`config.mk`:
```
export PLATFORM = sky130hd
export DESIGN_NAME = multi_store_unit
export DESIGN_NICKNAME = d
export VERILOG_FILES = /design/src/rtl/multi_store_unit.sv
export SDC_FILE = /design/constraint.sdc
export NUM_CORES = 1
export LEC_CHECK = 0
export BUFFER_PORTS_ARGS = -buffer_cell sky130_fd_sc_hd__buf_2
export CORE_UTILIZATION = 45
export CTS_BUF_LIST = sky130_fd_sc_hd__clkbuf_16
export DETAILED_ROUTE_END_ITERATION = 16
export PLACE_DENSITY = 0.82
export SLEW_MARGIN = 40
export SYNTH_ARGS = -nofsm -noshare
export SYNTH_HDL_FRONTEND = slang
export SYNTH_SLANG_ARGS = --single-unit
export TNS_END_PERCENT = 10
```
`constraint.sdc`:
```
create_clock -name clk -period 6.7 [get_ports clk]
set_input_delay 0.67 -clock clk [delete_from_list [all_inputs] [get_ports clk]]
set_output_delay 0.67 -clock clk [all_outputs]
set_load 0.02 [all_outputs]
```
`src/rtl/multi_store_unit.sv`:
```
`default_nettype none
// ==== multi_store_unit : SW/SH/SB store narrowing onto a word-only memory (read-modify-write) ====
// ==== rev 1.0                                                                                   ====
module multi_store_unit #(
  parameter int MEM_RD_LAT = 1,
  parameter bit BIG_ENDIAN = 1'b0
) (
  input  logic        clk,
  input  logic        rst,
  input  logic        start,
  input  logic [1:0]  op,
  input  logic [31:0] addr,
  input  logic [31:0] wdata,
  output logic        busy,
  output logic        done,
  output logic        misalign,
  output logic [31:0] mem_addr,
  output logic        mem_rd,
  input  logic [31:0] mem_rdata,
  output logic        mem_wr,
  output logic [31:0] mem_wdata
);

  localparam logic [1:0] OP_SW    = 2'b00;
  localparam logic [1:0] OP_SH    = 2'b01;
  localparam logic [2:0] LAT_INIT = 3'(MEM_RD_LAT);

  typedef enum logic [2:0] {
    S_IDLE = 3'd0,
    S_RD   = 3'd1,
    S_WAIT = 3'd2,
    S_WR   = 3'd3,
    S_DONE = 3'd4
  } state_t;

  state_t      state, next_state;
  logic [1:0]  lat_op;
  logic [1:0]  lat_lo;
  logic [15:0] lat_data;
  logic [2:0]  wait_cnt;
  logic        fault_flag;
  logic        start_fault;
  logic        half_lane;
  logic [1:0]  byte_lane;
  logic [31:0] merged;

  assign start_fault = (op == 2'b11)
                     | ((op == OP_SW) & (addr[1:0] != 2'b00))
                     | ((op == OP_SH) & addr[0]);

  // Big-endian lanes are the little-endian lane index mirrored within the word.
  assign half_lane = lat_lo[1] ^ BIG_ENDIAN;
  assign byte_lane = lat_lo ^ {2{BIG_ENDIAN}};

  always_comb begin
    merged = mem_rdata;
    if (lat_op == OP_SH) merged[{half_lane, 4'b0000} +: 16] = lat_data;
    else                 merged[{byte_lane, 3'b000} +: 8]   = lat_data[7:0];
  end

  always_comb begin
    next_state = state;
    busy       = 1'b1;
    done       = 1'b0;
    misalign   = 1'b0;
    mem_rd     = 1'b0;
    mem_wr     = 1'b0;
    case (state)
      S_IDLE: begin
        busy = 1'b0;
        if (start) begin
          if (start_fault)      next_state = S_DONE;
          else if (op == OP_SW) next_state = S_WR;
          else                  next_state = S_RD;
        end
      end
      S_RD: begin
        mem_rd     = 1'b1;
        next_state = S_WAIT;
      end
      S_WAIT: if (wait_cnt <= 3'd1) next_state = S_WR;
      S_WR: begin
        mem_wr     = 1'b1;
        next_state = S_DONE;
      end
      S_DONE: begin
        done       = 1'b1;
        misalign   = fault_flag;
        next_state = S_IDLE;
      end
      default: next_state = S_IDLE;
    endcase
  end

  always_ff @(posedge clk or posedge rst) begin
    if (rst) begin
      state      <= S_IDLE;
      lat_op     <= 2'b00;
      lat_lo     <= 2'b00;
      lat_data   <= 16'h0000;
      wait_cnt   <= 3'd0;
      fault_flag <= 1'b0;
      mem_addr   <= 32'h0;
      mem_wdata  <= 32'h0;
    end else begin
      state <= next_state;
      case (state)
        S_IDLE: if (start) begin
          lat_op     <= op;
          lat_lo     <= addr[1:0];
          lat_data   <= wdata[15:0];
          fault_flag <= start_fault;
          mem_addr   <= {addr[31:2], 2'b00};
          if (op == OP_SW) mem_wdata <= wdata;
        end
        S_RD: wait_cnt <= LAT_INIT;
        S_WAIT: begin
          wait_cnt <= wait_cnt - 3'd1;
          // The read word is valid in the last WAIT cycle; merge it in as it is captured.
          if (wait_cnt <= 3'd1) mem_wdata <= merged;
        end
        default: ;
      endcase
    end
  end

endmodule
`default_nettype wire

```
After elaboration in Yosys (flattened, before gate mapping)
Cells that the tools add are included.
{ "word_totals": {"inputBits": 101, "reg_bits": 89, "elab_cells": 56} }
{ "classes": {"n_mux": 18, "eq_ne": 10, "n_bitwise": 4, "reduce_logical": 8, "add_sub_neg": 3, "shifts": 4, "magnitude_cmp": 1} }
{ "ops": {"columns": ["operator", "count"], "rows": [
  ["32-bit two-way mux", 4],
  ["32-bit bitwise mux", 2],
  ["32-bit case mux with 2 select lines", 1],
  ["16-bit by 7-bit variable shift with 32-bit output (first input constant)", 1],
  ["8-bit by 7-bit variable shift with 32-bit output (first input constant)", 1],
  ["16-bit by 7-bit variable part select with 32-bit output", 1],
  ["8-bit by 7-bit variable part select with 32-bit output", 1],
  ["5-bit negation with 7-bit output", 2],
  ["3-bit case mux with 4 select lines", 1],
  ["3-bit two-way mux", 3],
  ["3-bit by 2-bit equality test with 1-bit output (second input constant)", 2],
  ["2-bit inequality test (second input constant)", 3],
  ["3-bit case mux with 2 select lines", 1],
  ["2-bit nonzero test", 3],
  ["1-bit two-way mux", 5],
  ["2-bit by 1-bit equality test with 1-bit output (second input constant)", 2],
  ["2-bit AND reduction", 2],
  ["4-bit AND reduction", 1],
  ["3-bit by 1-bit equality test with 1-bit output (second input constant)", 1],
  ["3-bit equality test (second input constant)", 1],
  ["3-bit by 1-bit <= comparator with 1-bit output (second input constant)", 1],
  ["3-bit logical NOT", 1],
  ["3-bit by 1-bit subtractor with 3-bit output (second input constant)", 1],
  ["1-bit AND", 2],
  ["4 further kinds", 5]
]} }

Longest topological paths before layout
{ "depth": {"word_depth": 7, "mapped_depth": 10, "depth_no_buf": 6} }

Least setup slack after synthesis
Ideal clock, no wire load.
{ "synth_timing": {"path_type": "reg-to-reg", "from": "register lat_lo[1] (netlist: byte_lane[1])", "to": "register mem_wdata[16]", "arrival_time_ns": 2.240, "stages_incl_launch_ff": 10, "required_time_ns": 6.623, "setup_time_ns": 0.077, "setup_slack_ns": 4.382, "cell_sequence": "dfrtp_1 > buf_2 > buf_2 > inv_1 > ha_1 > buf_2 > nor4b_2 > a311o_1 > a22oi_1 > a21oi_1"} }
{ "synth_between": {"elab_chain_cells": 6} }
{ "synth_rtl": {"columns": ["element", "line", "source"], "rows": [
  ["start: declaration", "38", "logic [1:0] lat_lo;"],
  ["start signal: assignment", "110", "lat_lo <= addr[1:0];"],
  ["5-bit negation with 7-bit output, on equally long branches", "57, 58", null],
  ["16-bit by 7-bit variable part select with 32-bit output, or another cell as far along", "57", "if (lat_op == OP_SH) merged[{half_lane, 4'b0000} +: 16] = lat_data;"],
  ["32-bit bitwise mux, on equally long branches", "57, 58", null],
  ["32-bit two-way mux *", "57", null],
  ["32-bit two-way mux *", "120", "if (wait_cnt <= 3'd1) mem_wdata <= merged;"],
  ["32-bit case mux with 2 select lines *", "107", "case (state)"],
  ["end signal: assignment", "114", "if (op == OP_SW) mem_wdata <= wdata;"],
  ["end signal: assignment", "120", null],
  ["end: declaration", "21", "output logic [31:0] mem_wdata"]
]} }
Every way passes the cells marked *; elsewhere a longest branch is shown, timed or not. The select of a mux whose other input is x is not followed.
A chain may end at the register's enable or synchronous reset.

Final worst setup path
{ "layout_timing": {"from": "register lat_lo[1] (netlist: byte_lane[1])", "to": "register mem_wdata[21]"} }
The elaborated chain is that of the path after synthesis.

==> impl_results.md <==
* Status: finished, final reports clean
* CTS tree: built
* DR vias at 4694
* Setup ws final at 3.78 ns
* DRC viols at 0
* Final period utilization at 0.436
* Largest family of logic cells by synthesized area: simple AND/OR/NAND/NOR gates
* Hold crit path type: reg -> reg
* Layout Area Growth over Synthesis at 23.6%
* Post-Synth Adder-Cell Area at 0.0153
* Sequential area share after synthesis at 0.455
* Setup crit end kind: flip-flop
* CTS sink cnt at 89
* Net Sw Power at 1.51 mW
* Maximum fanout along the worst path at 35
* DR pass1 iterations at 5
* RSZ-0062 raised after global routing: false
* Leakage power at 3.06 nW
* Post-CTS sizing at 0
* Post-synthesis compound-gate area fraction at 0.191
* Worst slew margin at 0.462
* Clk pwr share at 0.151
* CP required at 6.96 ns
* Met3 wire length at 1.07 mm
* Peak supply drop at 0.000287 V
* Die span in x at 106 um
* Die Footprint at 11300 um2
* Maximum clock path buffer count at 2
* Post-synthesis register bit count at 89
* Cells after synthesis at 583
* Power density cells at 527 nW/um2
* Worst-margin pin slew at 0.805 ns
* Post-CTS Setup Bufs at 0
* Final hold viol count at 0
* Root Buffer: clkbuf_16
* Hold Worst Slack at 0.469 ns
* DPL Wire Length at 9.29 mm
* Site row count at 37
* EDFF count, synth at 0
* Wl on met1 at 5.59 mm
* Clock Skew at 0.00811 ns
* Net Sw Frac at 0.473
* Starting Density at 0.470
* Min Tclk post-route at 2.92 ns
* Highest Signal Layer: met4
* Yosys Warn Count at 0
* Global-route total usage across every layer at 0.237
* Routability Congestion at 0.829
* CORE AREA at 10400 um2
* Seq pwr share at 0.337
* Dpl cells at 843
* Iter 0 DRT Violations at 273
* Crit path DAT at 3.18 ns
* Routed met2 length at 6.42 mm
* MaxCap Viol Count at 0
* Layout Cells excl Fill at 859
* Vias/cell at 5.46
* First-pass GRT wire length at 21.1 mm
* Total Wirelength at 13.3 mm
* # setup viols final at 0
* Antenna viol nets, final at 0
* Grt ovf at 0
* Die height at 106 um
* Synth Flop Type: dfrtp_1
* Asr flop ratio synth at 1.00
* NumNets Final at 825
* Reg clk slew, reported paths at 0.07 ns
* Largest net degree at the start of global routing at 90
* Yosys cell types at 40
* H-tree Lvls at 3
* Startpoint types: flip-flop
* Ports at 170
* DP Worst Slack at 3.86 ns
* F_max at 342 MHz
* Synth Cell Area at 4890 um2
* Hold buffer count at CTS at 0
* Xor and xnor area share after synthesis at 0
* Mean routed wirelength per cell at 15.5 um
* Internal at 1.68 mW
* Final Max Tran Viols at 0
* Setup TNS at 0 ns
* Share of layout cells above drive strength 1 at 0.274
* Critical setup path kind: reg -> reg
* Syn Area/Cell at 8.39 um2
* ANT cells at 0
* Vias in the first global route at 4453
* Clk_lat worst skew at 0.34 ns
* Gate power share at 0.513
* Simple-gate portion of the synthesized area at 0.199
* Multiplexer share of the synthesized area at 0.0655
* Port bufs at 167
* CTS Buf Count at 9
* Initial antenna violation count at 1
[worst paths after layout]
| path | startpoint | to | slack, ns | depth (start not counted) |
|---|---|---|---|---|
| hold / removal | mem_addr[10]$_DFFE_PP0P_ | mem_addr[10]$_DFFE_PP0P_ | 0.47 | 2 |
| min in group asynchronous | rst | mem_addr[23]$_DFFE_PP0P_ | 0.51 | 3 |
| hold reg to reg | mem_addr[10]$_DFFE_PP0P_ | mem_addr[10]$_DFFE_PP0P_ | 0.47 | 2 |
| setup / recovery | byte_lane[1]$_DFFE_PP0P_ | mem_wdata[21]$_DFFE_PP0P_ | 3.78 | 6 |
| setup reg to reg | byte_lane[1]$_DFFE_PP0P_ | mem_wdata[21]$_DFFE_PP0P_ | 3.78 | 6 |
| max in group asynchronous | rst | byte_lane[1]$_DFFE_PP0P_ | 5.61 | 3 |
[cells in the mapped netlist, types with 11 or more instances]
master | instances | share of area
nand2_1 | 154 | 0.12
dfrtp_1 | 89 | 0.46
a21oi_1 | 49 | 0.050
nor2_1 | 38 | 0.029
mux2i_1 | 32 | 0.065
inv_1 | 31 | 0.024
o21ai_0 | 23 | 0.024
clkbuf_1 | 22 | 0.017
buf_2 | 18 | 0.018
a31oi_1 | 17 | 0.022
a22oi_1 | 16 | 0.025
nor2b_1 | 11 | 0.014
[power by group through the flow]
stage | Clock (mW) | Sequential, mW | Combinational, mW
after floorplan | 0 | 1.19 | 1.06
after global placement | 0 | 1.06 | 1.55
after detailed placement | 0 | 1.08 | 1.63
after global routing | 0.510 | 1.11 | 1.81
final | 0.480 | 1.07 | 1.63
after CTS | 0.488 | 1.07 | 1.64
[per-stage QoR]
stage / power, mW / area, um2 / util
after global placement: 2.62 / 5700 / 0.548
after detailed placement: 2.71 / 5770 / 0.554
after floorplan: 2.24 / 4900 / -
after CTS: 3.20 / 6050 / 0.580
final: 3.19 / 6050 / 0.581
after global routing: 3.43 / 6050 / 0.581
[cells by family (layout without fill, tap and decap cells)]
group                      after synthesis  after routing
muxes                                   32             32
adders and majority gates                6              6
DFF                                     89             89
buffers and inverters                   81            220
other                                    1              2
AOI/OAI and AO/OA                      148            148
and+or+nand+nor                        226            226
[worst max-delay path, cell delays in order, from the launching register on]
cell,delay (ns)
dfrtp_4,0.80
inv_1,0.19
ha_1,0.57
nor4b_2,0.73
a311o_1,0.29
a22oi_1,0.06
a21oi_1,0.18
[registers in the layout, indices dropped and copies added (netlist names)]
name        count
fault_flag      1
mem_addr       30
mem_wdata      32
state           3
lat_data       16
byte_lane       2
wait_cnt        3
lat_op          2
[cells in the final DEF (no fill, tap or decap), types with 9 or more instances in the layout]
cell type	synthesis	layout
nor2_1	38	38
a22oi_1	16	16
nand2_1	154	154
a31oi_1	17	17
a21oi_1	49	49
o21ai_0	23	23
inv_1	31	30
dfrtp_1	89	88
clkbuf_16	0	9
buf_2	18	167
nor2b_1	11	10
mux2i_1	32	32
[per-layer routing]
| metal | track usage | vias to the layer above |
|---|---|---|
| met1 | 0.301 | 2213 |
| met3 | 0.0466 | 19 |
| met5 | 0 | - |
| met4 | 0.0794 | 0 |
| li1 | - | 2256 |
| met2 | 0.403 | 206 |
[cell type report]
cell class / instances / area (um2)
fill: 922 / 4370
multi-input combinational: 414 / 2330
sequential: 89 / 2230
timing repair buffer: 173 / 915
clock buffer: 9 / 225
tap: 136 / 170
inverter: 31 / 118
clock inverter: 7 / 55.1
No activity file was read; power rests on OpenSTA's default activity.
